## src/rtl/imem_loader_if.sv

```systemverilog
// imem_loader_if: byte-stream input and instruction-memory write bus of the loader
// Carries the byte stream into the loader and the word writes out of it.
interface imem_loader_if #(parameter int ADDR_WIDTH = 8);
    logic                  in_valid;
    logic [7:0]            in_data;
    logic                  in_ready;
    logic                  imem_we;
    logic [ADDR_WIDTH-1:0] imem_addr;
    logic [31:0]           imem_wdata;
    modport master (output in_valid, in_data, input in_ready, imem_we, imem_addr, imem_wdata);
    modport slave  (input in_valid, in_data, output in_ready, imem_we, imem_addr, imem_wdata);
endinterface

```

## src/rtl/imem_loader.sv

```systemverilog
// imem_loader: boot-time loader assembling framed LE bytes into imem words
// Holds the core in reset until the frame has loaded and its checksum matches.
module imem_loader #(
    parameter int ADDR_WIDTH = 8
) (
    input  logic          clk,
    input  logic          reset,
    imem_loader_if.slave  bus,
    output logic          cpu_reset,
    output logic          load_done,
    output logic          load_error
);
    typedef enum logic [2:0] {LEN_LO, LEN_HI, DATA, WRITE, CSUM, DONE, ERROR} state_t;
    localparam logic [16:0] MAX_WORDS = 17'(1) << ADDR_WIDTH;
    state_t                state_q, state_d;
    logic [15:0]           count_q, count_d;
    logic [15:0]           word_idx_q, word_idx_d;
    logic [1:0]            byte_idx_q, byte_idx_d;
    logic [31:0]           word_q, word_d;
    logic [7:0]            csum_q, csum_d;
    logic                  in_ready_q, in_ready_d;
    logic                  imem_we_q, imem_we_d;
    logic [ADDR_WIDTH-1:0] imem_addr_q, imem_addr_d;
    logic [31:0]           imem_wdata_q, imem_wdata_d;
    logic                  cpu_reset_q, cpu_reset_d;
    logic                  load_done_q, load_done_d;
    logic                  load_error_q, load_error_d;
    logic                  fire;
    always_comb begin
        state_d      = state_q;
        count_d      = count_q;
        word_idx_d   = word_idx_q;
        byte_idx_d   = byte_idx_q;
        word_d       = word_q;
        csum_d       = csum_q;
        imem_we_d    = 1'b0;
        imem_addr_d  = imem_addr_q;
        imem_wdata_d = imem_wdata_q;
        fire         = bus.in_valid && in_ready_q;
        case (state_q)
            LEN_LO: if (fire) begin
                count_d[7:0] = bus.in_data;
                state_d      = LEN_HI;
            end
            LEN_HI: if (fire) begin
                count_d[15:8] = bus.in_data;
                word_idx_d    = '0;
                byte_idx_d    = '0;
                state_d       = ({1'b0, count_d} > MAX_WORDS) ? ERROR :
                                (count_d == 16'd0) ? CSUM : DATA;
            end
            DATA: if (fire) begin
                word_d[{byte_idx_q, 3'b000} +: 8] = bus.in_data;
                csum_d     = csum_q ^ bus.in_data;
                byte_idx_d = byte_idx_q + 2'd1;
                // The write is prepared here so it is already on the bus during WRITE.
                if (byte_idx_q == 2'd3) begin
                    state_d      = WRITE;
                    imem_we_d    = 1'b1;
                    imem_addr_d  = word_idx_q[ADDR_WIDTH-1:0];
                    imem_wdata_d = word_d;
                end
            end
            WRITE: begin
                word_idx_d = word_idx_q + 16'd1;
                state_d    = (word_idx_d == count_q) ? CSUM : DATA;
            end
            CSUM: if (fire) state_d = (bus.in_data == csum_q) ? DONE : ERROR;
            default: ;
        endcase
        in_ready_d   = state_d inside {LEN_LO, LEN_HI, DATA, CSUM};
        cpu_reset_d  = state_d != DONE;
        load_done_d  = state_d == DONE;
        load_error_d = state_d == ERROR;
    end
    always_ff @(posedge clk or posedge reset) begin
        if (reset) begin
            state_q      <= LEN_LO;
            count_q      <= '0;
            word_idx_q   <= '0;
            byte_idx_q   <= '0;
            word_q       <= '0;
            csum_q       <= '0;
            in_ready_q   <= 1'b1;
            imem_we_q    <= 1'b0;
            imem_addr_q  <= '0;
            imem_wdata_q <= '0;
            cpu_reset_q  <= 1'b1;
            load_done_q  <= 1'b0;
            load_error_q <= 1'b0;
        end else begin
            state_q      <= state_d;
            count_q      <= count_d;
            word_idx_q   <= word_idx_d;
            byte_idx_q   <= byte_idx_d;
            word_q       <= word_d;
            csum_q       <= csum_d;
            in_ready_q   <= in_ready_d;
            imem_we_q    <= imem_we_d;
            imem_addr_q  <= imem_addr_d;
            imem_wdata_q <= imem_wdata_d;
            cpu_reset_q  <= cpu_reset_d;
            load_done_q  <= load_done_d;
            load_error_q <= load_error_d;
        end
    end
    assign bus.in_ready   = in_ready_q;
    assign bus.imem_we    = imem_we_q;
    assign bus.imem_addr  = imem_addr_q;
    assign bus.imem_wdata = imem_wdata_q;
    assign cpu_reset      = cpu_reset_q;
    assign load_done      = load_done_q;
    assign load_error     = load_error_q;
endmodule

```

## src/flat_wrapper.sv

```systemverilog
// flat-port wrapper written by rule: the top's interface ports become plain ports
module imem_loader_flat 
#(
    parameter int ADDR_WIDTH = 8
)
  (clk, reset, cpu_reset, load_done, load_error, bus_in_valid, bus_in_data, bus_in_ready, bus_imem_we, bus_imem_addr, bus_imem_wdata);
  imem_loader_if #(.ADDR_WIDTH(ADDR_WIDTH)) bus_i ();
  input  logic clk;
  input  logic reset;
  output logic cpu_reset;
  output logic load_done;
  output logic load_error;
  input wire logic [$bits(bus_i.in_valid)-1:0] bus_in_valid;
  input wire logic [$bits(bus_i.in_data)-1:0] bus_in_data;
  output wire logic [$bits(bus_i.in_ready)-1:0] bus_in_ready;
  output wire logic [$bits(bus_i.imem_we)-1:0] bus_imem_we;
  output wire logic [$bits(bus_i.imem_addr)-1:0] bus_imem_addr;
  output wire logic [$bits(bus_i.imem_wdata)-1:0] bus_imem_wdata;
  assign bus_i.in_valid = bus_in_valid;
  assign bus_i.in_data = bus_in_data;
  assign bus_in_ready = bus_i.in_ready;
  assign bus_imem_we = bus_i.imem_we;
  assign bus_imem_addr = bus_i.imem_addr;
  assign bus_imem_wdata = bus_i.imem_wdata;
  imem_loader #(.ADDR_WIDTH(ADDR_WIDTH)) u_core (.clk(clk), .reset(reset), .bus(bus_i), .cpu_reset(cpu_reset), .load_done(load_done), .load_error(load_error));
endmodule
```

## config.mk

```make
export PLATFORM = sky130hd
export DESIGN_NAME = imem_loader_flat
export DESIGN_NICKNAME = d
export VERILOG_FILES = /design/src/rtl/imem_loader_if.sv /design/src/rtl/imem_loader.sv /design/src/flat_wrapper.sv
export SDC_FILE = /design/constraint.sdc
export NUM_CORES = 1
export LEC_CHECK = 0
export BUFFER_PORTS_ARGS = -buffer_cell sky130_fd_sc_hd__buf_2
export CAP_MARGIN = 0
export CORE_ASPECT_RATIO = 0.8
export CORE_UTILIZATION = 35
export CTS_BUF_LIST = sky130_fd_sc_hd__clkbuf_8
export CTS_CLUSTER_SIZE = 10
export DETAILED_ROUTE_END_ITERATION = 6
export GPL_ROUTABILITY_DRIVEN = 1
export HOLD_SLACK_MARGIN = 0.08
export PLACE_DENSITY = 0.48
export SLEW_MARGIN = 20
export SYNTH_ARGS = -nofsm -noshare
export SYNTH_HDL_FRONTEND = slang
export SYNTH_SLANG_ARGS = --single-unit
export TNS_END_PERCENT = 1
```

## constraint.sdc

```tcl
create_clock -name clk -period 4.75 [get_ports clk]
set_clock_uncertainty 0.05 [all_clocks]
set_input_delay 0.95 -clock clk [delete_from_list [all_inputs] [get_ports clk]]
set_output_delay 0.95 -clock clk [all_outputs]
set_load 0.1 [all_outputs]
```

==> results.ini, run 1 <==
[synth]
yosys_warnings=0
synth-edff-count=0
synthArstFlopShare_pct=100
syn_area_per_cell_sq_um=10.3
ys_ff_latch=122
synth_cell_types=51
ys_seq_area_share_pct=52.2
synthesis.nets=587
synth_ff_type=dfrtp_1
synthCells=569
syn_area_sq_mm=0.00586

[pwr]
pwr-share-clk_pct=16.7
switchingPower_mw=2.47
p_seq_share_pct=35.9
pwr-share-comb_pct=47.4
p_leak_nw=3.03
powerDensity_mw_per_mm2=750
peakVddDrop_mv=0.303
sw_frac_of_total_pct=49.6
p_int_mw=2.51

[routing]
finalWirelength_um=14200
drc=0
wl_per_cell_um=16.9
vias=4330
routed_via_density=5.15
first_pass_iters=4
ant_nets=0
drt_iter0_drc=278

[floorplanning]
die-area_sq_mm=0.0173
start_util_pct=36.5
chipHeight_um=118
die_w_um=147
row_count=41
ios=56
core_area_sq_mm=0.0161

[global_routing]
overflow=0
grt_max_degree=52
grt_pass1_wl_um=23300
antenna_found_initial=0
first_global_vias=4198
grtUsageTotal_pct=17.6

[clock_network]
ctsResizeCount=0
cts-root-buf=clkbuf_8
cts_setup_buffers=0
clk_latency_ps=440
cts_made_buffers=17
path_clk_slew_ps=70
clockBufferDepth=2
cts_hold_buf=0
htree_levels=4
cts.sinks=122
tritoncts=done

[finish]
fill_cells=1560
nets=630
multi_input_area_sq_mm=0.00260
drive_gt1_share_pct=20.0
area_growth_syn_to_layout_pct=13.5
antenna_cells=0
final_core_util_pct=41.4
seqCellArea_sq_mm=0.00306

[sta]
maxSlewHeadroom_pct=32.9
fin_tns_setup_ps=0
fin_crit_ps=3150
setup_viol=0
worst_hold_slack_ps=428
drv_slew=0
post-route-period-util_pct=66.2
rsz0062_at_grt=false
worst_pin_slew_ps=999
fmax_mhz=318
finalHoldViolCount=0
fin_ws_ps=1600

[setup_path]
cp_slowest_stage_delay_ps=500
rr_worst_depth=8
reg2reg_from=u_core.word_idx_q[0]$_DFFE_PP0P_
crit_path_end=u_core.cpu_reset$_DFF_PP1_
start_kind=register
ff2ff_setup_slack_ps=1600
r2r-end=u_core.cpu_reset$_DFF_PP1_
cp-startpoint=u_core.word_idx_q[0]$_DFFE_PP0P_
crit_required_ps=5060
crit_type=reg2reg
path_cells=ha_1, nand3_1, nor3_1, nand4b_1, a2111oi_0, and4_1, a31oi_1, or3_1
arrival_ps=3450
end_kind=register
slowest_stage=nor3_1
path_max_fanout=10

[placed_design]
port_buffers=55
post-dp-hpwl_um=9590
gp_congestion=0.749
dp_slack_ps=1320

[run_status]
run_status=finished clean

[flow_run]
cap_viol_max_count=0

[min_path]
hp-class=reg2reg

cells in the final DEF (no fill, tap or decap), types with 2 or more instances in the layout:
master	count
nand2b_1	3
xor2_1	7
dfrtp_1	120
or3_1	9
o31ai_1	6
and3_1	8
xnor2_1	29
buf_4	7
clkbuf_8	19
a21o_1	3
a211oi_1	3
nor4_1	6
nand4_1	3
nor3_1	9
inv_1	14
nor3b_1	2
nand3_1	10
mux2_2	24
mux2i_1	3
a31oi_1	2
a22o_1	33
nand2_1	64
and2_1	3
buf_2	55
clkinv_2	7
nor2_1	11
o41ai_1	2
a21oi_1	36
a2bb2oi_1	2
dfstp_2	2
nor2b_1	35
a22oi_1	2
o21ai_0	58
ha_1	7
Yosys cell counts, drive strengths merged, types with 4 or more instances:
| cell type | number | share of area [%] |
|---|---|---|
| nor2b | 35 | 3.7 |
| nand3 | 10 | 0.85 |
| xnor2 | 29 | 4.3 |
| or3 | 9 | 0.96 |
| and3 | 8 | 0.85 |
| buf | 7 | 1.0 |
| nand2 | 65 | 4.2 |
| dfrtp | 120 | 51 |
| and2 | 4 | 0.43 |
| nor4 | 6 | 0.64 |
| nand4 | 4 | 0.53 |
| a21oi | 36 | 3.1 |
| inv | 11 | 0.71 |
| a22o | 33 | 4.9 |
| nor3 | 10 | 0.85 |
| mux2 | 24 | 4.6 |
| clkbuf | 31 | 2.1 |
| ha | 7 | 1.5 |
| nor2 | 11 | 0.71 |
| o21ai | 59 | 5.0 |
| xor2 | 7 | 1.0 |
| o31ai | 6 | 0.77 |
critical path, delay by kind of cell, from the launching register on:
| kind | cells | cell delay, ps |
|---|---|---|
| and+or+nand+nor | 5 | 1680 |
| DFF | 1 | 480 |
| AOI/OAI and AO/OA | 2 | 530 |
| adders and majority gates | 1 | 310 |
flip-flops by register name (all words and copies together) (netlist names):
register / cells
u_core.bus.imem_addr: 8
u_core.bus.imem_wdata: 32
u_core.bus.imem_we: 1
u_core.bus.in_ready: 1
u_core.byte_idx_q: 2
u_core.count_q: 16
u_core.cpu_reset: 1
u_core.csum_q: 8
u_core.load_done: 1
u_core.load_error: 1
u_core.state_q: 3
u_core.word_idx_q: 16
u_core.word_q: 32
through the flow:
| stage | std cells | power (mW) | instance area, sq um |
|---|---|---|---|
| 6_report | 840 | 4.98 | 6650 |
| 5_1_grt | 840 | 5.28 | 6650 |
| 4_1_cts | 840 | 5.02 | 6640 |
| 3_5_place_dp | 808 | 4.17 | 6290 |
| 3_3_place_gp | 808 | 4.14 | 6290 |
| 2_1_floorplan | 569 | 3.74 | 5860 |
area by class of cell:
cell class	instances	share of cell area (%)
clock inverter	13	1.32
tap	215	4.05
inverter	11	0.659
sequential	122	46.0
multi-input combinational	398	39.1
clock buffer	19	3.94
timing repair buffer	62	4.93
power groups by stage:
stage	Sequential [mW]	Clock, mW	Combinational [mW]
floorplan	2.74	0	0.999
global placement	1.79	0	2.35
detailed placement	1.81	0	2.36
CTS	1.79	0.857	2.37
global route	1.86	0.907	2.52
finish	1.79	0.832	2.36
cell families (layout without fill, tap and decap cells):
kind of cell / count (synthesis) / count (layout) / synth area share [%]
compound gates: 155 / 155 / 16.7
xor+xnor: 36 / 36 / 5.38
buf+inv: 49 / 105 / 3.82
simple gates: 173 / 173 / 15.3
mux: 27 / 27 / 5.13
flops: 122 / 122 / 52.2
fa+ha+maj: 7 / 7 / 1.50
metal layers:
layer,vias to the layer above,share of wire [%],wire [um],track usage (%)
li1,2098,-,-,-
met1,2147,54,7620,26.8
met2,79,42,5910,24.0
met3,6,4.3,611,4.73
met4,0,0.63,89,5.27
met5,-,0,0,0
worst min-delay path by stage:
stage | start | endpoint | slack, ps | cells after the start
2_1_floorplan | u_core.word_q[0]$_DFFE_PP0P_ | u_core.word_q[0]$_DFFE_PP0P_ | 410 | 1
3_3_place_gp | u_core.bus.imem_wdata[22]$_DFFE_PP0P_ | u_core.bus.imem_wdata[22]$_DFFE_PP0P_ | 410 | 2
3_5_place_dp | u_core.bus.imem_wdata[21]$_DFFE_PP0P_ | u_core.bus.imem_wdata[21]$_DFFE_PP0P_ | 420 | 2
4_1_cts | u_core.bus.imem_wdata[25]$_DFFE_PP0P_ | u_core.bus.imem_wdata[25]$_DFFE_PP0P_ | 430 | 2
5_1_grt | u_core.bus.imem_wdata[13]$_DFFE_PP0P_ | u_core.bus.imem_wdata[13]$_DFFE_PP0P_ | 460 | 2
6_report | u_core.bus.imem_wdata[29]$_DFFE_PP0P_ | u_core.bus.imem_wdata[29]$_DFFE_PP0P_ | 430 | 2
Note: power is estimated with default switching activity, not from simulation.
==> inputs of run 2 (changes only) <==
- PLACE_DENSITY: 0.48 -> 0.5
- clock period: 4.75 -> 2.85 ns (I/O delays scaled with it)
==> results.ini, run 2 (synthesized netlist as in run 1, its figures left out) <==
[run_status]
run_status=finished clean

[min_path]
hp-class=in2async

[sta]
setup_viol=0
finalHoldViolCount=0
maxSlewHeadroom_pct=51.7
post-route-period-util_pct=91.7
worst_pin_slew_ps=723
drv_slew=0
fmax_mhz=383
rsz0062_at_grt=false
fin_tns_setup_ps=0
fin_crit_ps=2610

[routing]
drc=0
wl_per_cell_um=17.0
vias=4449
ant_nets=0
first_pass_iters=5
finalWirelength_um=14600
routed_via_density=5.19
drt_iter0_drc=286

[floorplanning]
start_util_pct=36.5
chipHeight_um=118
ios=56
die_w_um=147
die-area_sq_mm=0.0173
core_area_sq_mm=0.0161
row_count=41

[pwr]
powerDensity_mw_per_mm2=1250
p_leak_nw=3.14
power_mw=8.64
peakVddDrop_mv=0.581

[finish]
seqCellArea_sq_mm=0.00306
antenna_cells=0
area_growth_syn_to_layout_pct=17.7
drive_gt1_share_pct=23.4
final_common_cell=dfrtp_1
multi_input_area_sq_mm=0.00260
layout_common_cells=116 x dfrtp_1, 64 x nand2_1, 58 x o21ai_0, 55 x buf_2, 36 x a21oi_1
nets=648
fill_cells=1524

[clock_network]
tritoncts=done
cts_made_buffers=17
cts_setup_buffers=0
clockBufferDepth=2
cts.sinks=122
path_clk_slew_ps=70
htree_levels=4
clk_latency_ps=450
cts-root-buf=clkbuf_8
cts_hold_buf=0

[global_routing]
overflow=0
antenna_found_initial=0
grtUsageTotal_pct=18.4
first_global_vias=4294
grt_max_degree=123
grt_pass1_wl_um=24200

[setup_path]
ff2ff_setup_slack_ps=240
crit_required_ps=3180
r2r-end=u_core.cpu_reset$_DFF_PP1_
reg2reg_from=u_core.word_idx_q[0]$_DFFE_PP0P_
start_kind=register
arrival_ps=2940
end_kind=register
rr_worst_depth=8
crit_type=reg2reg
path_max_fanout=8

[placed_design]
port_buffers=55
gp_congestion=0.820
post-dp-hpwl_um=9860

[flow_run]
cap_viol_max_count=0

run 2: what timing repair did:
action | CTS | global route
hold endpoints to repair | 0 | 0
setup endpoints to repair | 0 | 5
resized for setup | 0 | 9
run 2: worst max-delay path, stage by stage (launching register included):
cell and delay [ps]:
dfrtp_2 430, ha_1 200, nand3_2 170, or3_1 450, a211oi_1 240, a2bb2oi_1 190
and4_2 280, a31oi_1 140, or3_1 380
run 2: worst max-delay path by stage:
stage / start / endpoint / slack (ps) / cells past startpoint
after CTS: u_core.word_idx_q[0]$_DFFE_PP0P_ / u_core.cpu_reset$_DFF_PP1_ / 0.3 / 8
final: u_core.word_idx_q[0]$_DFFE_PP0P_ / u_core.cpu_reset$_DFF_PP1_ / 240 / 8
after global routing: u_core.word_idx_q[0]$_DFFE_PP0P_ / u_core.cpu_reset$_DFF_PP1_ / 30 / 8
after detailed placement: u_core.word_idx_q[0]$_DFFE_PP0P_ / u_core.cpu_reset$_DFF_PP1_ / 20 / 8
after floorplan: u_core.bus.in_ready$_DFF_PP1_ / u_core.bus.imem_addr[0]$_DFFE_PP0P_ / 130 / 7
after global placement: u_core.word_idx_q[0]$_DFFE_PP0P_ / u_core.cpu_reset$_DFF_PP1_ / 160 / 8
run 2: final cells by class:
| class | instances | share of cell area, % |
|---|---|---|
| clock buffers | 25 | 4.99 |
| inverters | 11 | 0.653 |
| repair buffers | 80 | 7.08 |
| clock inverters | 6 | 1.22 |
| multi-input cells | 398 | 37.8 |
| flip-flops and latches | 122 | 44.4 |
| well taps | 215 | 3.90 |
run 2: routing by layer:
metal / share of wire (%) / track usage [%] / vias to the layer above
met2: 41 / 23.9 / 120
li1: - / - / 2130
met3: 5.5 / 4.53 / 17
met4: 1.3 / 6.32 / 0
met1: 52 / 28.8 / 2182
met5: 0 / 0 / -
run 2: stage by stage:
step / worst slack (ps) / instances / hold slack (ps) / instance area, sq um / utilization, %
3_5_place_dp: 17.9 / 826 / 415 / 6440 / 40.1
5_1_grt: 28.9 / 857 / 301 / 6890 / 42.9
2_1_floorplan: 135 / 569 / 408 / 5860 / -
3_3_place_gp: 163 / 826 / 409 / 6440 / 40.1
4_1_cts: 0.269 / 857 / 292 / 6870 / 42.8
6_report: 237 / 857 / 251 / 6890 / 42.9
run 2: where the power goes:
group	switching, mW	internal (mW)
clock network	0.675	0.955
registers	0.555	2.41
logic	2.92	1.12
